### config.mk
export PLATFORM = sky130hd
export DESIGN_NAME = add_tree_pipe
export DESIGN_NICKNAME = d
export VERILOG_FILES = /design/src/rtl/add_pkg.sv /design/src/rtl/add_tree_stage.sv /design/src/rtl/add_tree_pipe.sv
export SDC_FILE = /design/constraint.sdc
export NUM_CORES = 1
export LEC_CHECK = 0
export ABC_AREA = 1
export BUFFER_PORTS_ARGS = -buffer_cell sky130_fd_sc_hd__buf_2
export CORE_MARGIN = 2
export CORE_UTILIZATION = 45
export DETAILED_ROUTE_END_ITERATION = 8
export GPL_ROUTABILITY_DRIVEN = 0
export GPL_TIMING_DRIVEN = 0
export PLACE_DENSITY = 0.82
export SYNTH_ARGS = -nofsm -noshare
export SYNTH_HDL_FRONTEND = slang
export SYNTH_SLANG_ARGS = --single-unit
### constraint.sdc
create_clock -name clk -period 1.6 [get_ports clk]
set_input_delay 0.16 -clock clk [delete_from_list [all_inputs] [get_ports clk]]
set_output_delay 0.16 -clock clk [all_outputs]
set_load 0.1 [all_outputs]
### src/rtl/add_pkg.sv
// Shared helpers for the pipelined adder tree: depth/width functions and the
// per-stage valid/ready load rule used by every tree level.
`ifndef ADD_PKG_SV
`define ADD_PKG_SV

// A stage may load when it is empty or its current contents move on this cycle.
`define ADD_STAGE_LOAD(vld, dn_rdy) (!(vld) || (dn_rdy))

package add_pkg;

  function automatic int clog2(input int n);
    int r;
    r = 0;
    for (int v = 1; v < n; v = v * 2) r = r + 1;
    return r;
  endfunction

  function automatic int tree_lat(input int n);
    return (clog2(n) < 1) ? 1 : clog2(n);
  endfunction

  function automatic int pad_count(input int n);
    return 1 << tree_lat(n);
  endfunction

  function automatic int lvl_width(input int w, input int k);
    return w + k;
  endfunction

  function automatic int lvl_count(input int n, input int k);
    return pad_count(n) >> k;
  endfunction

endpackage

`endif

### src/rtl/add_tree_stage.sv
// One registered adder-tree level: N_IN/2 pairwise signed adds, each result one
// bit wider than its operands, with its own valid bit and load/ready logic.
module add_tree_stage
  import add_pkg::*;
#(
  parameter int W_IN = 8,
  parameter int N_IN = 2
) (
  input  logic                             clk,
  input  logic                             rst,
  input  logic                             i_valid,
  output logic                             o_ready,
  input  logic [N_IN*W_IN-1:0]             i_data,
  output logic                             o_valid,
  input  logic                             i_ready,
  output logic [(N_IN/2)*(W_IN+1)-1:0]     o_data
);

  localparam int N_OUT = N_IN / 2;
  localparam int W_OUT = W_IN + 1;

  logic                   w_load;
  logic                   r_valid;
  logic [N_OUT*W_OUT-1:0] w_sum;
  logic [N_OUT*W_OUT-1:0] r_data;

  assign w_load = `ADD_STAGE_LOAD(r_valid, i_ready);

  for (genvar j = 0; j < N_OUT; j++) begin : g_pair
    logic signed [W_IN-1:0] w_a;
    logic signed [W_IN-1:0] w_b;
    assign w_a = i_data[(2*j)*W_IN +: W_IN];
    assign w_b = i_data[(2*j+1)*W_IN +: W_IN];
    assign w_sum[j*W_OUT +: W_OUT] = W_OUT'(w_a) + W_OUT'(w_b);
  end

  always_ff @(posedge clk) begin
    if (rst) begin
      r_valid <= 1'b0;
      r_data  <= '0;
    end else begin
      if (w_load) r_valid <= i_valid;
      if (w_load && i_valid) r_data <= w_sum;
    end
  end

  assign o_ready = w_load;
  assign o_valid = r_valid;
  assign o_data  = r_data;

endmodule

### src/rtl/add_tree_pipe.sv
// Pipelined signed adder tree with valid/ready flow control and bubble collapse.
// Optional macro ADD_TREE_SAT_EN clamps the sum to W bits and adds out_ovf.
module add_tree_pipe
  import add_pkg::*;
#(
  parameter  int W      = 8,
  parameter  int NUM_IN = 4,
  localparam int OW     = W + clog2(NUM_IN),
  localparam int LAT    = tree_lat(NUM_IN)
) (
  input  logic              clk,
  input  logic              rst,
  input  logic              in_valid,
  output logic              in_ready,
  input  logic [NUM_IN*W-1:0] in_data,
  output logic              out_valid,
  input  logic              out_ready,
  output logic [OW-1:0]     out_sum
`ifdef ADD_TREE_SAT_EN
  ,
  output logic              out_ovf
`endif
);

  localparam int P  = pad_count(NUM_IN);
  localparam int FW = lvl_width(W, LAT);

  logic [P*W-1:0] w_pad;
  logic [LAT:0]   w_valid;
  logic [LAT:0]   w_ready;
  logic [FW-1:0]  w_final;

  always_comb begin
    w_pad = '0;
    w_pad[NUM_IN*W-1:0] = in_data;
  end

  assign w_valid[0]   = in_valid;
  assign in_ready     = w_ready[0];
  assign w_ready[LAT] = out_ready;
  assign out_valid    = w_valid[LAT];

  for (genvar k = 0; k < LAT; k++) begin : g_lvl
    localparam int WI = lvl_width(W, k);
    localparam int NI = lvl_count(NUM_IN, k);
    logic [NI*WI-1:0]         w_in;
    logic [(NI/2)*(WI+1)-1:0] w_out;

    if (k == 0) begin : g_src
      assign w_in = w_pad;
    end else begin : g_src
      assign w_in = g_lvl[k-1].w_out;
    end

    add_tree_stage #(.W_IN(WI), .N_IN(NI)) u_stage (
      .clk     (clk),
      .rst     (rst),
      .i_valid (w_valid[k]),
      .o_ready (w_ready[k]),
      .i_data  (w_in),
      .o_valid (w_valid[k+1]),
      .i_ready (w_ready[k+1]),
      .o_data  (w_out)
    );
  end

  assign w_final = g_lvl[LAT-1].w_out;

`ifdef ADD_TREE_SAT_EN
  // Clamp is combinational on the last register, so no latency is added.
  localparam logic signed [FW-1:0] SAT_MAX = FW'((2 ** (W - 1)) - 1);
  localparam logic signed [FW-1:0] SAT_MIN = ~SAT_MAX;

  logic signed [W-1:0] w_clamp;
  logic                w_ovf;

  always_comb begin
    w_clamp = w_final[W-1:0];
    w_ovf   = 1'b0;
    if ($signed(w_final) > SAT_MAX) begin
      w_clamp = {1'b0, {(W-1){1'b1}}};
      w_ovf   = 1'b1;
    end else if ($signed(w_final) < SAT_MIN) begin
      w_clamp = {1'b1, {(W-1){1'b0}}};
      w_ovf   = 1'b1;
    end
  end

  assign out_sum = OW'(w_clamp);
  assign out_ovf = w_ovf;
`else
  assign out_sum = w_final[OW-1:0];
`endif

endmodule

==> summary.txt <==
Status: finished with violations
Failing checks: negative setup slack
Max VDD drop: 0.0004185 V
Routed Antenna Nets: 0
Max-slew violations: 0
N_diodes: 0
Drt drc: 0
WHS: 0.1655 ns
Wire length per cell: 11.37 um
Initial antenna violation count: 0
Worst EP required: 1.78 ns
Root Buffer: clkbuf_8
Crit Path Class: flop to flop
Ports: 48
First-pass GRT wire length: 8211 um
Die area: 5458 sq um
# setup viols final: 1
Setup crit end kind: flop
Site row count: 25
Unrepaired setup endpoints after global routing: true
Pin count of the biggest net entering global routing: 11
Die width: 73.88 um
Layout cells sized above 1: 26.81%
Library cells used by synthesis: 28
Max-Cap Viols: 0
Cell Pwr Density: 863.6 nW/um^2
Sequential fraction of the synthesis area: 27.33%
Simple-gate share of the synthesized area: 30.58%
Slack of the worst reg-to-reg path: -0.02 ns
DPL Wire Length: 3669 um
Area Growth Syn to Fin: 24.43%
Reg clk slew, reported paths: 0.07 ns
Clock Latency Late Sink: 0.29 ns
Final core utilization: 57.88%
Worst slew pin tran: 0.4850 ns
Clk sink count: 30
Leak: 1.421 nW
Compound-Gate Fraction of Synth Area: 12.59%
Adder-cell share of the synthesized area: 16.97%
FF+latch count, synth: 30
Max Root-Sink Buffers: 2
Combinational family with the most area after synthesis: simple AND/OR/NAND/NOR gates
GRT Resource Usage Total: 19.23%
Synthesized area per cell: 6.931 sq um
Final min period: 1.621 ns
XOR/XNOR share of the synthesized area: 3.189%
Vias per cell: 4.923
Starting DRT DRC Count: 124
Worst-path fanout max: 3
Vias: 2,166
Die H: 73.88 um
Startpoint types: flop
Hold Buf Count CTS: 0
Synth Instances: 317
IO Port Bufs: 46
Htree depth: 2
CTS tree: built
Worst setup margin: -0.02144 ns
Syn nets: 381
Footprint of the multi-input gates: 1495 sq um
Final Hold Vio Count: 0
Worst path arrival time: 1.80 ns
Final worst-path cycle share: 101.3%
Hold Path Class: input pin to flop
Mux cell area share after synthesis: 0%
Pre-Repair DR Iteration Count: 4
Max Freq: 616.7 MHz
Vias in the first global route: 1,897
Core area: 4723 sq um
Yosys warnings: 0
Fill cell count: 434
Rel. slew slack: 67.89%
Register area: 609.3 sq um
Total wire length: 5003 um
Worst Skew: 0.005785 ns
Grt ovf: 0
Initial Util: 46.52%
# nets final: 436
TritonCTS Buffers: 5
Cell Area, Synth: 2197 sq um
==> area by class of cell <==
| type | instances | area share, % |
|---|---|---|
| buffer | 7 | 2.197 |
| clock inverter | 2 | 0.4577 |
| inverter | 38 | 5.309 |
| tap | 67 | 3.066 |
| multi-input combinational | 242 | 54.69 |
| timing repair buffer | 48 | 8.970 |
| clock buffer | 6 | 3.021 |
| sequential | 30 | 22.29 |
==> where the power goes <==
part / total, mW / internal, mW / switching (mW)
clock: 0.640 / 0.345 / 0.295
sequential: 0.864 / 0.815 / 0.0489
combinational: 0.857 / 0.306 / 0.551
total: 2.36 / 1.47 / 0.895
==> cell usage after synthesis <==
cell type,number,area share (%)
a21oi_1,26,5.9
a21oi_2,2,0.80
buf_2,3,0.68
buf_6,4,2.0
clkinv_1,1,0.17
dfxtp_1,30,27
fa_1,3,2.7
ha_1,25,14
inv_1,34,5.8
inv_2,2,0.34
inv_4,1,0.28
nand2_1,64,11
nand2_2,4,1.1
nand3_1,29,6.6
nand3_2,3,1.4
nand3b_1,1,0.34
nand4_1,2,0.57
nor2_1,47,8.0
nor2_2,1,0.28
nor3_1,2,0.46
o211ai_2,1,0.57
o21a_1,3,1.0
o21ai_0,5,1.1
o21ai_1,12,2.7
o21ai_2,1,0.40
or2_1,3,0.85
xnor2_1,3,1.2
xor2_1,5,2.0
==> cell usage in the layout, fill, tap and decap left out <==
cell type | netlist | routed
ha_4 | 0 | 3
inv_2 | 2 | 3
ha_1 | 25 | 18
o21a_1 | 3 | 3
o21ai_4 | 0 | 1
buf_6 | 4 | 4
inv_1 | 34 | 33
clkinv_1 | 1 | 1
o21ai_0 | 5 | 5
nor2_1 | 47 | 47
or2_1 | 3 | 3
a21oi_4 | 0 | 1
fa_2 | 0 | 1
dfxtp_2 | 0 | 4
clkinvlp_4 | 0 | 1
nor3_1 | 2 | 2
clkinv_2 | 0 | 1
buf_2 | 3 | 49
ha_2 | 0 | 4
nand3_4 | 0 | 1
nand4_1 | 2 | 2
xnor2_1 | 3 | 3
nor2_2 | 1 | 1
inv_4 | 1 | 1
o211ai_2 | 1 | 1
fa_1 | 3 | 2
xor2_1 | 5 | 5
nand2_1 | 64 | 62
dfxtp_1 | 30 | 25
nand3b_1 | 1 | 1
buf_4 | 0 | 2
nand3_2 | 3 | 5
nand3_1 | 29 | 26
o21ai_1 | 12 | 12
clkbuf_8 | 0 | 6
a21oi_1 | 26 | 23
nand2_2 | 4 | 6
dfxtp_4 | 0 | 1
a21oi_2 | 2 | 4
==> critical path, stage by stage, from the launching register on <==
cell,delay (ns)
dfxtp_2,0.37
ha_4,0.14
inv_2,0.04
fa_2,0.40
o21ai_4,0.23
nand2_2,0.09
nand3_2,0.06
nand2_1,0.04
o21ai_1,0.11
inv_1,0.04
==> state kept, by name, summed over array words and instances (netlist names) <==
signal / cells
g_lvl.u_stage.o_data: 28
g_lvl.u_stage.o_valid: 2
==> cells by family after synthesis <==
| logic type | after synthesis |
|---|---|
| AND/OR/NAND/NOR | 156 |
| flip-flops | 30 |
| buffers and inverters | 45 |
| XOR/XNOR | 8 |
| adder cells (fa/ha/maj) | 28 |
| AO/OA/AOI/OAI | 50 |
==> layer usage <==
metal  vias to the layer above  GRT usage (%)  wire (um)
met5                         -              0          0
met4                         0          3.636        148
met3                        13          4.527        264
met2                        70          33.43       2427
met1                       941          24.27       2163
li1                       1142              -          -
==> through the flow <==
| step | worst slack (ns) | std cells | setup TNS (ns) | cell area [sq um] | power (mW) |
|---|---|---|---|---|---|
| 3_3_place_gp | -0.1133 | 430 | -0.2290 | 2522 | 1.645 |
| 4_1_cts | 0.004632 | 438 | 0 | 2631 | 2.305 |
| 3_5_place_dp | -0.1369 | 430 | -0.3012 | 2522 | 1.661 |
| 5_1_grt | -0.09850 | 440 | -0.1953 | 2734 | 2.520 |
| 2_1_floorplan | 0.004982 | 317 | 0 | 2208 | 1.491 |
| 6_report | -0.02144 | 440 | -0.02144 | 2734 | 2.361 |
==> path summary, 6_finish.rpt <==
| check | from | end | depth (start not counted) |
|---|---|---|---|
| max | g_lvl[0].u_stage.o_data[9] | g_lvl[1].u_stage.o_data[6] | 9 |
| min | out_ready | g_lvl[0].u_stage.o_valid | 4 |
| max reg2reg | g_lvl[0].u_stage.o_data[9] | g_lvl[1].u_stage.o_data[6] | 9 |
| min reg2reg | g_lvl[1].u_stage.o_data[0] | g_lvl[1].u_stage.o_data[0] | 2 |
==> timing repair <==
action                     CTS  global route
setup buffers                0             2
setup endpoints to repair    3             5
cloned                       0             0
resized for setup            4            22
pin swaps                    3             8
(Power assumes the default switching activity.)
